### config.mk
export PLATFORM = sky130hd
export DESIGN_NAME = scr1_dmi_chain_ctrl
export DESIGN_NICKNAME = d
export VERILOG_FILES = /design/src/rtl/scr1_dmi_chain_ctrl.sv
export SDC_FILE = /design/constraint.sdc
export NUM_CORES = 1
export LEC_CHECK = 0
export ABC_AREA = 1
export CAP_MARGIN = 20
export CORE_MARGIN = 1
export CORE_UTILIZATION = 50
export CTS_CLUSTER_SIZE = 14
export DETAILED_ROUTE_END_ITERATION = 6
export GPL_TIMING_DRIVEN = 0
export PLACE_DENSITY = 0.76
export SLEW_MARGIN = 5
export SYNTH_ARGS = -nofsm -noshare
export SYNTH_HDL_FRONTEND = slang
export SYNTH_SLANG_ARGS = --single-unit
### constraint.sdc
create_clock -name clk -period 4.1 [get_ports clk]
set_input_delay 1.23 -clock clk [delete_from_list [all_inputs] [get_ports clk]]
set_output_delay 1.23 -clock clk [all_outputs]
set_load 0.01 [all_outputs]
### src/rtl/scr1_dmi_chain_ctrl.sv
// SysCLK-domain DMI/DTMCS scan-chain controller: owns the chain shift register,
// sequences Debug Module accesses and tracks the DTM busy/error sticky status.
module scr1_dmi_chain_ctrl #(
  parameter int ADDR_W    = 7,
  parameter int DATA_W    = 32,
  parameter int IDLE_HINT = 1
) (
  input  logic              clk,
  input  logic              tapc_trst_n,
  input  logic              dmi_ch_sel_i,
  input  logic              ch_id_i,
  input  logic              ch_capture_i,
  input  logic              ch_shift_i,
  input  logic              ch_update_i,
  input  logic              ch_tdi_i,
  output logic              ch_tdo_o,
  output logic              dmi_req_o,
  output logic              dmi_wr_o,
  output logic [ADDR_W-1:0] dmi_addr_o,
  output logic [DATA_W-1:0] dmi_wdata_o,
  input  logic              dmi_req_ack_i,
  input  logic              dmi_resp_vld_i,
  input  logic [DATA_W-1:0] dmi_rdata_i,
  input  logic              dmi_resp_err_i,
  output logic              dmi_busy_o
);

  localparam int L = ADDR_W + DATA_W + 2;
  localparam logic [5:0] ADDR_W6 = 6'(ADDR_W);
  localparam logic [2:0] IDLE3   = 3'(IDLE_HINT);

  typedef enum logic [1:0] {ST_IDLE, ST_REQ, ST_WAIT} state_t;

  state_t            r_state;
  logic [L-1:0]      r_sr;
  logic [1:0]        r_sticky;
  logic [ADDR_W-1:0] r_last_addr;
  logic [DATA_W-1:0] r_last_rdata;
  logic [ADDR_W-1:0] r_addr;
  logic [DATA_W-1:0] r_wdata;
  logic              r_wr;

  logic        w_busy;
  logic        w_upd;
  logic        w_cap;
  logic        w_shift;
  logic        w_hardrst;
  logic [1:0]  w_op;
  logic [1:0]  w_status;
  logic [31:0] w_dtmcs;

  // Strobe priority update > capture > shift, all gated by chain select
  assign w_upd     = dmi_ch_sel_i & ch_update_i;
  assign w_cap     = dmi_ch_sel_i & ~ch_update_i & ch_capture_i;
  assign w_shift   = dmi_ch_sel_i & ~ch_update_i & ~ch_capture_i & ch_shift_i;
  assign w_busy    = (r_state != ST_IDLE);
  assign w_op      = r_sr[1:0];
  assign w_hardrst = w_upd & ~ch_id_i & r_sr[17];
  assign w_status  = w_busy ? 2'd3 : r_sticky;
  assign w_dtmcs   = {14'b0, 2'b00, 1'b0, IDLE3, r_sticky, ADDR_W6, 4'h1};

  assign ch_tdo_o    = r_sr[0];
  assign dmi_req_o   = (r_state == ST_REQ);
  assign dmi_busy_o  = w_busy;
  assign dmi_wr_o    = r_wr;
  assign dmi_addr_o  = r_addr;
  assign dmi_wdata_o = r_wdata;

  always_ff @(posedge clk or negedge tapc_trst_n) begin
    if (!tapc_trst_n) begin
      r_state      <= ST_IDLE;
      r_sr         <= '0;
      r_sticky     <= '0;
      r_last_addr  <= '0;
      r_last_rdata <= '0;
      r_addr       <= '0;
      r_wdata      <= '0;
      r_wr         <= 1'b0;
    end else begin
      // DM handshake first; strobe handling below overrides state and sticky
      unique case (r_state)
        ST_REQ: if (dmi_req_ack_i) r_state <= ST_WAIT;
        ST_WAIT: begin
          if (dmi_resp_vld_i && !w_hardrst) begin
            r_state <= ST_IDLE;
            if (!r_wr) r_last_rdata <= dmi_rdata_i;
            if (dmi_resp_err_i && (r_sticky == 2'd0)) r_sticky <= 2'd2;
          end
        end
        default: ;
      endcase

      if (w_upd) begin
        if (ch_id_i) begin
          if (w_busy) begin
            r_sticky <= 2'd3;
          end else if ((r_sticky == 2'd0) && ((w_op == 2'd1) || (w_op == 2'd2))) begin
            r_state     <= ST_REQ;
            r_wr        <= (w_op == 2'd2);
            r_addr      <= r_sr[L-1:DATA_W+2];
            r_wdata     <= r_sr[DATA_W+1:2];
            r_last_addr <= r_sr[L-1:DATA_W+2];
          end
        end else if (w_hardrst) begin
          r_sticky <= 2'd0;
          r_state  <= ST_IDLE;
        end else if (r_sr[16]) begin
          r_sticky <= 2'd0;
        end
      end else if (w_cap) begin
        if (ch_id_i) begin
          r_sr <= {r_last_addr, r_last_rdata, w_status};
          if (w_busy) r_sticky <= 2'd3;
        end else begin
          r_sr[31:0] <= w_dtmcs;
        end
      end else if (w_shift) begin
        if (ch_id_i) r_sr       <= {ch_tdi_i, r_sr[L-1:1]};
        else         r_sr[31:0] <= {ch_tdi_i, r_sr[31:1]};
      end
    end
  end

endmodule
Word level (Yosys, flattened, before mapping)
Index checks and enable logic that the tools add are counted.
{ "classes": {"eq_ne": 6, "muxes": 25, "bitwise_logic": 13, "n_reduce_logical": 12} }
{ "op_table": {"columns": ["op", "n"], "rows": [
  ["$mux 41", 2],
  ["$mux 32", 2],
  ["$mux 2", 18],
  ["$mux 9", 2],
  ["$reduce_and 4->1", 2],
  ["$and 1x1->1", 7],
  ["$not 1->1", 6],
  ["$eq 2x1->1 const B", 2],
  ["$eq 2x2->1 const B", 2],
  ["$ne 2x2->1 const B", 2],
  ["$pmux 2 s2", 1],
  ["$reduce_bool 2->1", 2],
  ["$logic_and 1x1->1", 3],
  ["$reduce_and 3->1", 1],
  ["$logic_not 2->1", 1],
  ["$reduce_and 2->1", 1],
  ["$logic_not 1->1", 1],
  ["$logic_or 1x1->1", 1]
]} }
{ "word_totals": {"register_bits": 117, "in_bits": 43, "wordCells": 64} }

Longest topological paths before layout
Gate-level depths: netlist of run 1.
{ "depth": {"depth_word": 11, "mapped_depth": 10, "mapped_depth_nobuf": 9} }

Worst setup path before layout of run 1
OpenSTA, ideal clock, no wires.
{ "synth_timing": {"path_kind": "in2reg", "startpoint": "in ch_update_i", "endpoint": "reg r_last_rdata[0]", "setup_time_ns": 0.117, "arrival_ns": 2.049, "t_required_ns": 3.983, "path_slack_ns": 1.934, "path_stages": 9, "n_path_buf": 1, "cell_sequence": "nand2_2 > inv_1 > nand2_2 > nand2_2 > nor2_4 > nand2_4 > buf_6 > nand2_1 > nand2_1"} }
{ "synth_via": {"elab_chain_len": 6} }
{ "synth_lines": {"columns": ["item", "line_no", "source"], "rows": [
  ["start, declared", "14", "input logic ch_update_i,"],
  ["$and 1x1->1", "53", "assign w_upd = dmi_ch_sel_i & ch_update_i;"],
  ["$and 1x1->1 (2 in series)", "58", "assign w_hardrst = w_upd & ~ch_id_i & r_sr[17];"],
  ["$logic_not 1->1", "84", "if (dmi_resp_vld_i && !w_hardrst) begin"],
  ["$logic_and 1x1->1", "84", null],
  ["$reduce_and 3->1 (no source line)", null, null],
  ["end signal, assigned", "86", "if (!r_wr) r_last_rdata <= dmi_rdata_i;"],
  ["end, declared", "38", "logic [DATA_W-1:0] r_last_rdata;"]
]} }
Every way passes these cells.
A chain may end at the register's enable or synchronous reset.

Final worst setup path of run 1
{ "layout_timing": {"startpoint": "reg r_state[0]", "endpoint": "out dmi_busy_o"} }
{ "layout_via": {"elab_chain_len": 1} }
{ "layout_lines": {"columns": ["item", "line_no", "source"], "rows": [
  ["start, declared", "34", "state_t r_state;"],
  ["start signal, assigned", "71", "r_state <= ST_IDLE;"],
  ["start signal, assigned", "82", "ST_REQ: if (dmi_req_ack_i) r_state <= ST_WAIT;"],
  ["start signal, assigned", "85", "r_state <= ST_IDLE;"],
  ["$reduce_bool 2->1", "56", "assign w_busy = (r_state != ST_IDLE);"],
  ["end, declared", "25", "output logic dmi_busy_o"]
]} }
Every way passes these cells.

==> results.toml, run 1 <==
[global_route]
track_usage_pct = 26.1
antenna_found_initial = 0
grt_pass1_wl_mm = 21.9
grt_pass1_vias = 4460
grt_max_degree = 70
overflow = 0

[finish]
fin_nets = 728
area_growth_pct = 30.8
drive_above_1_share_pct = 11.0
diodes = 0

[sta]
finalHoldViolations = 0
post-route-period-util_pct = 76.5
worstMarginPinSlew_ps = 508
slew_headroom_pct = 66.1
skew_ps = 8.31
finalMaxSlewViolations = 0
grt_setup_unrepaired = "no"
fin_ws_ps = 965
setup_viol = 0
max_clock_freq_ghz = 0.319
timing.hold.ws_ps = 471
min_period_ps = 3140

[drt]
dr.pass1.iters = 6
via_count = 4462
routed_wl_mm = 13.3
vias_per_cell = 5.40
post_drt_wl_per_cell_um = 16.1
ant_nets = 0
drtIter0Drc = 374
drt_drc_violations_left = 0

[hold_path]
hp-class = "flop to flop"

[placed_design]
portBuffers = 85
hpwl_mm = 9.11
gp_congestion = 0.881
dp_slack_ps = 1090

[synth]
yosysSeqAreaShare_pct = 56.6
syn_nets = 623
yosysUniqueCellTypes = 27
synth_top_area_share_pct = 56.6
yosysTopAreaCell = "dfrtp_1"
synthTopCellsByArea = "dfrtp_1 (57%), nand2_1 (11%), o21ai_0 (4.5%), nand3_1 (4.5%), inv_1 (3.6%)"
ys_seq_elements = 117
synth_area_sq_um = 5170
postSynthCellCount = 576
syn_avg_cell_area_sq_um = 8.98
yosys_warnings = 0

[setup_path]
worstPathArrival_ps = 1910
crit_top_cell = "inv_1"
end_kind = "primary output"
crit_buf_inv = 3
crit_chain = "inv_1, ha_1, inv_1, clkdlybuf4s50_1"
critical-path-top-delay-family = "buffers and inverters"
critPathMaxStageDelay_ps = 560
crit_type = "flop to primary output"
cpMaxStageDelayCell = "clkdlybuf4s50_1"
required_ps = 2870
startpoint_type = "flop"
cp_max_fo = 4

[die]
initial_core_util_pct = 52.2
dieArea_sq_um = 10800
die_y_um = 104
row_count = 36
io_pins = 86
die_w_um = 104
core_area_sq_um = 9910

[clock_tree]
cts-buffers-inserted = 17
clk_latency_ps = 510
cts_tree = "built"
cts_root_buf = "clkbuf_8"
clock-sinks = 117
cts_resized = 0
postCtsSetupBuffers = 0
clockBufferDepth = 2
ctsHoldBuffers = 0
path_clk_slew_ps = 50
htreeDepth = 4

[flow_run]
drv_cap = 0

[power_and_ir_drop]
powerDensity_nw_per_um2 = 700
vdd_drop_max_mv = 0.416
leakage_nw = 3.24

[status]
status = "finished clean"
synthesized netlist by cell type, drive strengths merged:
cell type / n
nand3: 46
dfrtp: 117
nor3: 4
clkbuf: 10
o21ai: 80
o211ai: 9
o22ai: 25
nor2: 15
inv: 50
ha: 4
o21a: 1
nand4: 1
a21oi: 32
buf: 27
nand2: 155
tightest hold or removal path, stage by stage, from the launching register on:
cell	delay [ps]
dfrtp_1	340
nand2_1	50
nand2_1	50
routing by layer:
| layer | part of all wire [%] | track usage, % |
|---|---|---|
| met4 | 1.2 | 9.59 |
| met2 | 48 | 43.0 |
| met3 | 7.8 | 5.35 |
| met5 | 0 | 0 |
| met1 | 43 | 34.2 |
stage by stage:
stage / util, % / cells / power, mW / area [sq um] / setup TNS [ps]
floorplan: - / 576 / 2.64 / 5170 / 0
global placement: 62.4 / 794 / 3.30 / 6190 / -297200
detailed placement: 62.7 / 795 / 3.36 / 6220 / 0
CTS: 68.2 / 826 / 4.74 / 6760 / 0
global route: 68.2 / 826 / 5.01 / 6760 / 0
finish: 68.2 / 826 / 4.74 / 6760 / 0
flip-flops by register name (all words and copies together) (netlist names):
name,flops
dmi_addr_o,7
dmi_wr_o,1
r_sticky,2
dmi_wdata_o,32
r_sr,41
r_last_rdata,32
r_state,2
report_power, final:
part	total [mW]	leakage (nW)	internal [mW]	switching, mW
Combinational	1.47	1.49	0.713	0.755
Clock	1.38	0.263	0.870	0.510
Sequential	1.89	1.48	1.60	0.285
final timing paths:
path,start,endpoint,slack [ps],depth (start not counted)
worst min-delay path,r_last_rdata[9]$_DFFE_PN0P_,r_last_rdata[9]$_DFFE_PN0P_,470,2
worst min register to register,r_last_rdata[9]$_DFFE_PN0P_,r_last_rdata[9]$_DFFE_PN0P_,470,2
worst max register to register,r_state[1]$_DFF_PN0_,dmi_wdata_o[10]$_DFFE_PN0P_,2180,9
min in group asynchronous,tapc_trst_n,dmi_addr_o[2]$_DFFE_PN0P_,660,1
worst max-delay path,r_state[0]$_DFF_PN0_,dmi_busy_o,960,4
max in group asynchronous,tapc_trst_n,r_sr[13]$_DFFE_PN0P_,2760,2
logic make-up after synthesis:
| group | after synthesis | share of synthesized area [%] |
|---|---|---|
| DFF | 117 | 56.6 |
| buffers and inverters | 87 | 8.45 |
| and+or+nand+nor | 221 | 18.3 |
| AOI/OAI and AO/OA | 147 | 15.6 |
| adders and majority gates | 4 | 0.968 |
cell type report:
type	count	area [sq um]
plain buffers	37	249
clock buffers	21	439
clock inverters	10	108
fillers	779	3150
inverters	50	188
multi-input cells	372	1810
flip-flops and latches	117	2930
well taps	133	166
repair buffers	86	880
layout by cell type, fill, tap and decap left out, types with 5 or more instances in the layout:
master           instances
nand3_1                 46
o22ai_1                 25
nand2_2                  6
o21ai_1                 30
a21oi_1                 31
nand2_1                148
clkinv_2                 5
buf_2                   14
buf_6                   12
dfrtp_1                117
clkdlybuf4s50_1         84
nor2_1                  11
inv_1                   49
o21ai_0                 47
clkbuf_1                11
clkbuf_16               16
o211ai_1                 9
Power figures use the tool's default switching activity.
==> run 2: changes to the inputs <==
==> constraint.sdc (replaced) <==
create_clock -name clk -period 3.13 [get_ports clk]
set_input_delay 0.939 -clock clk [delete_from_list [all_inputs] [get_ports clk]]
set_output_delay 0.939 -clock clk [all_outputs]
set_load 0.01 [all_outputs]
==> results of run 2 <==
Same layout as run 1 (identical final DEF). Status: finished clean.
Among the figures that moved: setup slack after placement 1090 ps -> 413 ps; clock-pin slew on the worst setup and hold paths 50 ps -> 60 ps; setup slack after layout 965 ps -> 286 ps; hold slack 471 ps -> 367 ps; register-to-register setup slack 2180 ps -> 1210 ps; total power 4.74 mW -> 6.20 mW; worst IR drop on VDD 0.416 mV -> 0.545 mV
